File: src/rtl/clk_trig_encoder.sv
// Multi-channel clock/trigger encoder: NCH frame clocks of DIV fastclk cycles,
// each carrying its channel's trigger state as duty cycle or frame gating.

module clk_trig_lane #(
   parameter int DIV         = 4,
   parameter int HI_IDLE     = 3,
   parameter int HI_TRIG     = 1,
   parameter int SYNC_STAGES = 2,
   parameter int CNT_W       = 16,
   parameter int PW          = 2
) (
   input  logic             fastclk,
   input  logic             reset,
   input  logic             trigger,
   input  logic             ch_en,
   input  logic             count_clr,
   input  logic             boundary,
   input  logic             mode_nxt,
   input  logic [PW-1:0]    phase_nxt,
   output logic             clk_out,
   output logic             trig_sync,
   output logic [CNT_W-1:0] trig_count
);

   localparam logic [PW-1:0] HI_IDLE_P = PW'(HI_IDLE);
   localparam logic [PW-1:0] HI_TRIG_P = PW'(HI_TRIG);

   logic [SYNC_STAGES-1:0] sync_q;
   logic                   s;
   logic                   pending;
   logic                   en_q;
   logic                   en_nxt;
   logic                   trig_nxt;
   logic                   clk_nxt;
   logic [PW-1:0]          hi_lim;

   assign s = sync_q[SYNC_STAGES-1];

   // Controls and trigger bit are latched only at the boundary so a frame is never reshaped mid-way.
   assign en_nxt   = boundary ? ch_en : en_q;
   assign trig_nxt = boundary ? (ch_en & (pending | s)) : trig_sync;
   assign hi_lim   = trig_nxt ? HI_TRIG_P : HI_IDLE_P;

   always_comb begin
      clk_nxt = 1'b0;
      if (en_nxt) begin
         if (mode_nxt) clk_nxt = (phase_nxt < HI_IDLE_P) & ~trig_nxt;
         else          clk_nxt = (phase_nxt < hi_lim);
      end
   end

   always_ff @(posedge fastclk or posedge reset) begin
      if (reset) begin
         sync_q     <= '0;
         pending    <= 1'b0;
         en_q       <= 1'b0;
         trig_sync  <= 1'b0;
         clk_out    <= 1'b0;
         trig_count <= '0;
      end else begin
         sync_q    <= {sync_q[SYNC_STAGES-2:0], trigger};
         pending   <= boundary ? 1'b0 : (pending | s);
         en_q      <= en_nxt;
         trig_sync <= trig_nxt;
         clk_out   <= clk_nxt;
         if (count_clr)
            trig_count <= '0;
         else if (boundary && trig_nxt && (trig_count != '1))
            trig_count <= trig_count + CNT_W'(1);
      end
   end

endmodule

module clk_trig_encoder #(
   parameter int NCH         = 4,
   parameter int DIV         = 4,
   parameter int HI_IDLE     = 3,
   parameter int HI_TRIG     = 1,
   parameter int SYNC_STAGES = 2,
   parameter int CNT_W       = 16
) (
   input  logic                 fastclk,
   input  logic                 reset,
   input  logic [NCH-1:0]       trigger,
   input  logic [NCH-1:0]       ch_en,
   input  logic                 mode,
   input  logic                 count_clr,
   output logic [NCH-1:0]       clk_out,
   output logic [NCH-1:0]       trig_sync,
   output logic                 frame_start,
   output logic [NCH*CNT_W-1:0] trig_count
);

   localparam int PW = (DIV > 2) ? $clog2(DIV) : 1;
   localparam logic [PW-1:0] LAST = PW'(DIV - 1);

   if (DIV < 2) begin : g_bad_div
      $error("clk_trig_encoder: DIV must be >= 2");
   end
   if (!(HI_TRIG >= 1 && HI_TRIG < HI_IDLE && HI_IDLE <= DIV - 1)) begin : g_bad_hi
      $error("clk_trig_encoder: need 1 <= HI_TRIG < HI_IDLE <= DIV-1");
   end
   if (SYNC_STAGES < 2) begin : g_bad_sync
      $error("clk_trig_encoder: SYNC_STAGES must be >= 2");
   end

   logic [PW-1:0] phase;
   logic [PW-1:0] phase_nxt;
   logic          boundary;
   logic          mode_q;
   logic          mode_nxt;

   // Phase resets to the last slot so the first edge after release opens a frame.
   assign boundary  = (phase == LAST);
   assign phase_nxt = boundary ? '0 : phase + PW'(1);
   assign mode_nxt  = boundary ? mode : mode_q;

   always_ff @(posedge fastclk or posedge reset) begin
      if (reset) begin
         phase       <= LAST;
         mode_q      <= 1'b0;
         frame_start <= 1'b0;
      end else begin
         phase       <= phase_nxt;
         mode_q      <= mode_nxt;
         frame_start <= boundary;
      end
   end

   for (genvar i = 0; i < NCH; i++) begin : g_lane
      clk_trig_lane #(
         .DIV(DIV), .HI_IDLE(HI_IDLE), .HI_TRIG(HI_TRIG),
         .SYNC_STAGES(SYNC_STAGES), .CNT_W(CNT_W), .PW(PW)
      ) u_lane (
         .fastclk   (fastclk),
         .reset     (reset),
         .trigger   (trigger[i]),
         .ch_en     (ch_en[i]),
         .count_clr (count_clr),
         .boundary  (boundary),
         .mode_nxt  (mode_nxt),
         .phase_nxt (phase_nxt),
         .clk_out   (clk_out[i]),
         .trig_sync (trig_sync[i]),
         .trig_count(trig_count[i*CNT_W +: CNT_W])
      );
   end

endmodule

File: config.mk
export PLATFORM = sky130hd
export DESIGN_NAME = clk_trig_encoder
export DESIGN_NICKNAME = d
export VERILOG_FILES = /design/src/rtl/clk_trig_encoder.sv
export SDC_FILE = /design/constraint.sdc
export NUM_CORES = 1
export LEC_CHECK = 0
export ABC_CLOCK_PERIOD_IN_PS = 4200
export CAP_MARGIN = 25
export CORE_ASPECT_RATIO = 1.1
export CORE_UTILIZATION = 53
export DETAILED_ROUTE_END_ITERATION = 10
export HOLD_SLACK_MARGIN = 0.03
export MAX_ROUTING_LAYER = met4
export PLACE_DENSITY = 0.84
export SETUP_SLACK_MARGIN = 0.2
export SYNTH_ARGS = -nofsm -noshare
export SYNTH_HDL_FRONTEND = slang
export SYNTH_SLANG_ARGS = --single-unit
export TNS_END_PERCENT = 20
File: constraint.sdc
create_clock -name fastclk -period 4.2 [get_ports fastclk]
set_input_delay 1.26 -clock fastclk [delete_from_list [all_inputs] [get_ports fastclk]]
set_output_delay 1.26 -clock fastclk [all_outputs]
set_load 0.1 [all_outputs]
==> results of run 1 <==
[cells by family after synthesis]
family,after synthesis,synth area share
compound gates,131,0.178
fa+ha+maj,6,0.0162
buf+inv,42,0.0409
flops,92,0.496
mux,14,0.0334
simple gates,186,0.236
[worst register-to-register path, stage by stage (launching register included)]
cell and delay, ns:
dfstp_2 0.60, ha_1 0.55, o211ai_1 0.38, or4_4 0.61
or4_1 0.49, a21oi_1 0.15
[power breakdown]
| group | internal [mW] | total (mW) | switching, mW |
|---|---|---|---|
| combinational | 0.0314 | 0.126 | 0.0941 |
| clock | 0.231 | 0.580 | 0.349 |
| sequential | 0.900 | 0.909 | 0.00956 |
[placed cells by master, fill, tap and decap left out, types with 3 or more instances in the layout]
cell type,n
dfrtp_1,90
clkdlybuf4s50_1,83
a21oi_1,47
o21ai_0,29
nand2_1,27
o31ai_1,24
or3_1,23
nor2_1,22
or4_1,22
nand4_1,21
nand3_1,18
and4_1,14
mux2_2,12
inv_1,10
clkbuf_8,9
nor2b_1,8
o311ai_0,6
o41ai_1,6
nor4_1,6
nand2b_1,6
ha_1,6
and3_1,5
nor3_1,5
buf_4,5
o211a_1,4
a21boi_0,4
and2_1,3
o211ai_1,3
inv_8,3
[registers in the layout (all words and copies together) (netlist names)]
| name | flops |
|---|---|
| g_lane.u_lane.trig_sync | 4 |
| g_lane.u_lane.clk_out | 4 |
| g_lane.u_lane.sync_q | 8 |
| phase | 2 |
| g_lane.u_lane.pending | 4 |
| mode_q | 1 |
| g_lane.u_lane.en_q | 4 |
| frame_start | 1 |
| g_lane.u_lane.trig_count | 64 |
[per-stage QoR]
stage | area [µm²] | setup slack (ns) | cells | hold slack, ns | total power, mW
final | 5720 | 0.892 | 657 | 0.365 | 1.61
after global routing | 5720 | 0.810 | 657 | 0.372 | 1.68
after floorplan | 4640 | 0.551 | 471 | 0.331 | 1.02
after global placement | 5530 | 0.936 | 641 | 0.332 | 1.05
after CTS | 5720 | 0.887 | 657 | 0.369 | 1.63
after detailed placement | 5530 | 0.880 | 641 | 0.340 | 1.05
[per-layer routing]
layer,vias up,wire length (µm)
met5,-,0
met4,0,151
met1,1988,4590
li1,1944,-
met2,114,5640
met3,10,421
[worst max path at each step]
stage                                                     start                                          end  slack, ns  cells after the start
global route        g_lane[0].u_lane.trig_count[11]$_DFFE_PP0P_                               trig_count[11]       0.81                      1
floorplan                                                 reset                        frame_start$_DFF_PP0_       0.55                      1
global placement                                       ch_en[2]  g_lane[2].u_lane.trig_count[13]$_DFFE_PP0P_       0.94                      5
detailed placement                                     ch_en[2]  g_lane[2].u_lane.trig_count[13]$_DFFE_PP0P_       0.88                      5
CTS                 g_lane[3].u_lane.trig_count[11]$_DFFE_PP0P_                               trig_count[59]       0.89                      1
finish               g_lane[3].u_lane.trig_count[2]$_DFFE_PP0P_                               trig_count[50]       0.89                      1
[cell type report]
class,instances,area [µm²],area share
Tap cell,111,139,0.0243
Inverter,11,42.5,0.00744
Timing Repair Buffer,90,893,0.156
Multi-Input combinational cell,337,2150,0.376
Clock buffer,9,124,0.0217
Sequential cell,92,2300,0.403
Clock inverter,7,66.3,0.0116
==> impl_metrics.yaml, run 1 <==
yosys:
  synthCells: 471
  yosysTopAreaCell: "dfrtp_1"
  yosysMostFrequentCell: "dfrtp_1"
  synthTopCellsByCount: "dfrtp_1, a21oi_1, o21ai_0"
  ys.flop_type: "dfrtp_1"
  syn-cell-area_um2: 4640
  synth-edff-count: 0
  async_reset_ff_frac: 1.00
  synth.ff_latch_count: 92
  synthTopCellsByArea: "dfrtp_1, a21oi_1, o31ai_1"
  synth_fp_nets: 489
  synth_seq_area_share: 0.496
  syn_area_per_cell_um2: 9.86
  ys_warn_count: 0
  yosysUniqueCellTypes: 41
  yosys.area.top_type_share: 0.485
critical_path:
  crit_fanout: 7
  max_stage_delay_ns: 1.19
  rr_startpoint: "phase[1]$_DFF_PP1_"
  r2r-end: "g_lane[2].u_lane.trig_count[13]$_DFFE_PP0P_"
  reg2regPathDepth: 5
  crit_chain: "clkdlybuf4s50_1"
  setup.worst_path.class: "reg2out"
  slowest_stage: "clkdlybuf4s50_1"
  required_ns: 2.94
  path_delay_family: "buffers and inverters"
  crit_path_end_kind: "output pin"
  arrival_ns: 2.05
  startpoint_type: "flip-flop"
  crit_buf_inv: 1
  r2r_setup_slack_ns: 1.36
floorplanning:
  die_y_um: 100
  core_um2: 8450
  io_pins: 85
  initial_utilization: 0.550
  fp-row-count: 35
  die_area_um2: 9140
  fp.dieW_um: 91.3
global_routing:
  gr-usage-met3: 0.0394
  antenna_found_initial: 0
  grt_pass1_vias: 3970
  use_met2: 0.436
  grt_pass1_wl_um: 18500
  grt_overflow: 0
  met1_usage: 0.321
  grt_max_degree: 41
  busiest_layer: "met2"
  grtUsageTotal: 0.260
sta:
  finClkSkew_ns: 0.0130
  final.min_clock_period_ns: 3.31
  max_slew_margin: 0.333
  report.final.slew_viol_count: 0
  hold_viol: 0
  tns_ns: 0
  setup_viol: 0
  clock.fmax_ghz: 0.302
  timing.final.crit_share: 0.788
  tightest_slew_ns: 0.997
  rsz0062_at_grt: "no"
place:
  dp_hpwl_um: 7600
  port_buffers: 84
  routabilityCongestion: 0.819
final_layout:
  drive_above_1_share: 0.0788
  insertedDiodeCount: 0
  fin_util: 0.677
  area_growth_pct: 23.1
  fillers: 676
  final_nets: 559
detailed_routing:
  drtPass1Iterations: 4
  remaining_drc_errors: 0
  viasPerCell: 6.17
  wl_per_cell_um: 16.4
  drtAntennaViolNets: 0
  drt_iter0_markers: 209
  wirelength_um: 10800
  num_vias: 4056
status:
  status: "finished clean"
clock_tree:
  clk_latency_ns: 0.37
  ctsRootBufferMaster: "clkbuf_8"
  clkTransAtPathRegs_ns: 0.10
  htreeDepth: 3
  cts_sinks: 92
  cts_resized: 0
  postCtsSetupRepairBufs: 0
  cts_tree: "done"
  clockBufferDepth: 2
  tritoncts.num_buffers: 9
  hold_buffers: 0
power:
  p_leak_nw: 2.21
  p_per_area_nw_per_um2: 282
  ir_worst_vdd_v: 0.000210
job:
  cap_violations: 0
worst_hold_path:
  holdCritPathClass: "reg2reg"
  whs_path_depth: 0
  hold_end: "g_lane[1].u_lane.sync_q[1]$_DFF_PP0_"
  holdCritStartpoint: "g_lane[1].u_lane.sync_q[0]$_DFF_PP0_"
Power figures use the tool's default switching activity.
==> inputs of run 2 (changes only) <==
--- a/config.mk
+++ b/config.mk
@@ -5,7 +5,7 @@
 export SDC_FILE = /design/constraint.sdc
 export NUM_CORES = 1
 export LEC_CHECK = 0
-export ABC_CLOCK_PERIOD_IN_PS = 4200
+export ABC_CLOCK_PERIOD_IN_PS = 3210
 export CAP_MARGIN = 25
 export CORE_ASPECT_RATIO = 1.1
 export CORE_UTILIZATION = 53
==> constraint.sdc (replaced) <==
create_clock -name fastclk -period 3.21 [get_ports fastclk]
set_input_delay 0.963 -clock fastclk [delete_from_list [all_inputs] [get_ports fastclk]]
set_output_delay 0.963 -clock fastclk [all_outputs]
set_load 0.1 [all_outputs]
==> impl_metrics.yaml, run 2 (synthesis results as in run 1) <==
place:
  routabilityCongestion: 0.829
  port_buffers: 84
  dp_hpwl_um: 7200
  place_inst: 641
  dp_slack_ns: 0.242
clock_tree:
  clkTransAtPathRegs_ns: 0.10
  postCtsSetupRepairBufs: 0
  hold_buffers: 0
  clockBufferDepth: 2
  tritoncts.num_buffers: 9
  clk_latency_ns: 0.36
  htreeDepth: 3
  cts_sinks: 92
  ctsRootBufferMaster: "clkbuf_8"
  cts_resized: 0
  cts_tree: "done"
final_layout:
  reg_top3: "g_lane.u_lane.trig_count (64), g_lane.u_lane.sync_q (8)"
  regMostFlops: "g_lane.u_lane.trig_count"
  ff_latch_area_um2: 2300
  final_nets: 559
  layout_common_cells: "dfrtp_1, buf_4, a21oi_1"
  layout.cells.most_common: "dfrtp_1"
  multi_input_area_um2: 2150
  area_growth_pct: 19.3
  insertedDiodeCount: 0
  fillers: 660
  final_cells: 657
  largest_reg_flops: 64
  drive_above_1_share: 0.212
  fin_util: 0.656
worst_hold_path:
  hold_end: "g_lane[0].u_lane.sync_q[1]$_DFF_PP0_"
  holdCritStartpoint: "g_lane[0].u_lane.sync_q[0]$_DFF_PP0_"
  holdCritPathClass: "reg2reg"
  whs_path_depth: 0
critical_path:
  crit_path_end_kind: "flip-flop"
  r2r-end: "g_lane[1].u_lane.trig_count[13]$_DFFE_PP0P_"
  r2r_setup_slack_ns: 0.75
  arrival_ns: 2.92
  crit_chain: "clkdlybuf4s50_1 -> o211ai_2 -> or4_4 -> or4_1 -> a21oi_1"
  required_ns: 3.49
  rr_startpoint: "phase[1]$_DFF_PP1_"
  reg2regPathDepth: 6
  slowest_stage: "or4_4"
  startpoint_type: "primary input"
  setup.worst_path.class: "in2reg"
  crit_fanout: 7
  max_stage_delay_ns: 0.58
detailed_routing:
  viasPerCell: 6.19
  drtPass1Iterations: 5
  remaining_drc_errors: 0
  wirelength_um: 10500
  drtAntennaViolNets: 0
  wl_per_cell_um: 15.9
  drt_iter0_markers: 276
  num_vias: 4066
global_routing:
  antenna_found_initial: 0
  grt_max_degree: 93
  grt_overflow: 0
  grt_pass1_vias: 3656
  grt_pass1_wl_um: 17300
  grtUsageTotal: 0.243
sta:
  timing.final.crit_share: 0.823
  tns_ns: 0
  finClkSkew_ns: 0.0102
  setup_viol: 0
  tightest_slew_ns: 0.697
  report.final.slew_viol_count: 0
  rsz0062_at_grt: "no"
  max_slew_margin: 0.535
  final.min_clock_period_ns: 2.64
  hold_viol: 0
  clock.fmax_ghz: 0.379
  worst_slack_ns: 0.570
power:
  p_leak_nw: 2.35
  p_per_area_nw_per_um2: 380
  ir_worst_vdd_v: 0.000228
floorplanning:
  die_y_um: 100
  die_area_um2: 9140
  core_um2: 8450
  fp.dieW_um: 91.3
  io_pins: 85
  fp-row-count: 35
  initial_utilization: 0.550
status:
  status: "finished clean"
job:
  cap_violations: 0
run 2: final cells by class:
type / instances / area share
Tap cell: 111 / 0.0251
Timing Repair Buffer: 90 / 0.128
Clock buffer: 9 / 0.0223
Clock inverter: 7 / 0.0126
Multi-Input combinational cell: 337 / 0.388
Inverter: 11 / 0.00813
Sequential cell: 92 / 0.416
run 2: through the flow:
step	area, µm²	total power [mW]	hold WS, ns
3_3_place_gp	5350	1.37	0.332
6_report	5540	2.11	0.357
3_5_place_dp	5350	1.37	0.336
4_1_cts	5540	2.13	0.361
5_1_grt	5540	2.19	0.371
2_1_floorplan	4650	1.33	0.331
run 2: power breakdown:
| part | total, mW | internal [mW] | switching (mW) |
|---|---|---|---|
| clock | 0.758 | 0.301 | 0.457 |
| combinational | 0.159 | 0.0366 | 0.123 |
| sequential | 1.19 | 1.18 | 0.0126 |
run 2: how the worst max path moves through the flow:
| stage | from | end | slack (ns) | cells after the start |
|---|---|---|---|---|
| after global placement | ch_en[1] | g_lane[1].u_lane.trig_count[13]$_DFFE_PP0P_ | 0.32 | 5 |
| final | ch_en[1] | g_lane[1].u_lane.trig_count[13]$_DFFE_PP0P_ | 0.57 | 5 |
| after detailed placement | ch_en[1] | g_lane[1].u_lane.trig_count[13]$_DFFE_PP0P_ | 0.24 | 5 |
| after floorplan | g_lane[1].u_lane.trig_count[1]$_DFFE_PP0P_ | g_lane[1].u_lane.trig_count[14]$_DFFE_PP0P_ | 0.66 | 6 |
| after global routing | ch_en[1] | g_lane[1].u_lane.trig_count[13]$_DFFE_PP0P_ | 0.51 | 5 |
| after CTS | ch_en[1] | g_lane[1].u_lane.trig_count[13]$_DFFE_PP0P_ | 0.59 | 5 |
run 2: routing by layer:
layer	part of all wire	track usage
met1	0.44	0.306
met5	0	-
met4	0.016	0.0916
met2	0.51	0.397
met3	0.039	0.0417
run 2: critical path: cells and delay by family:
kind	cells	cell delay (ns)
AND/OR/NAND/NOR	2	1.08
AO/OA/AOI/OAI	2	0.36
buffers and inverters	1	0.52
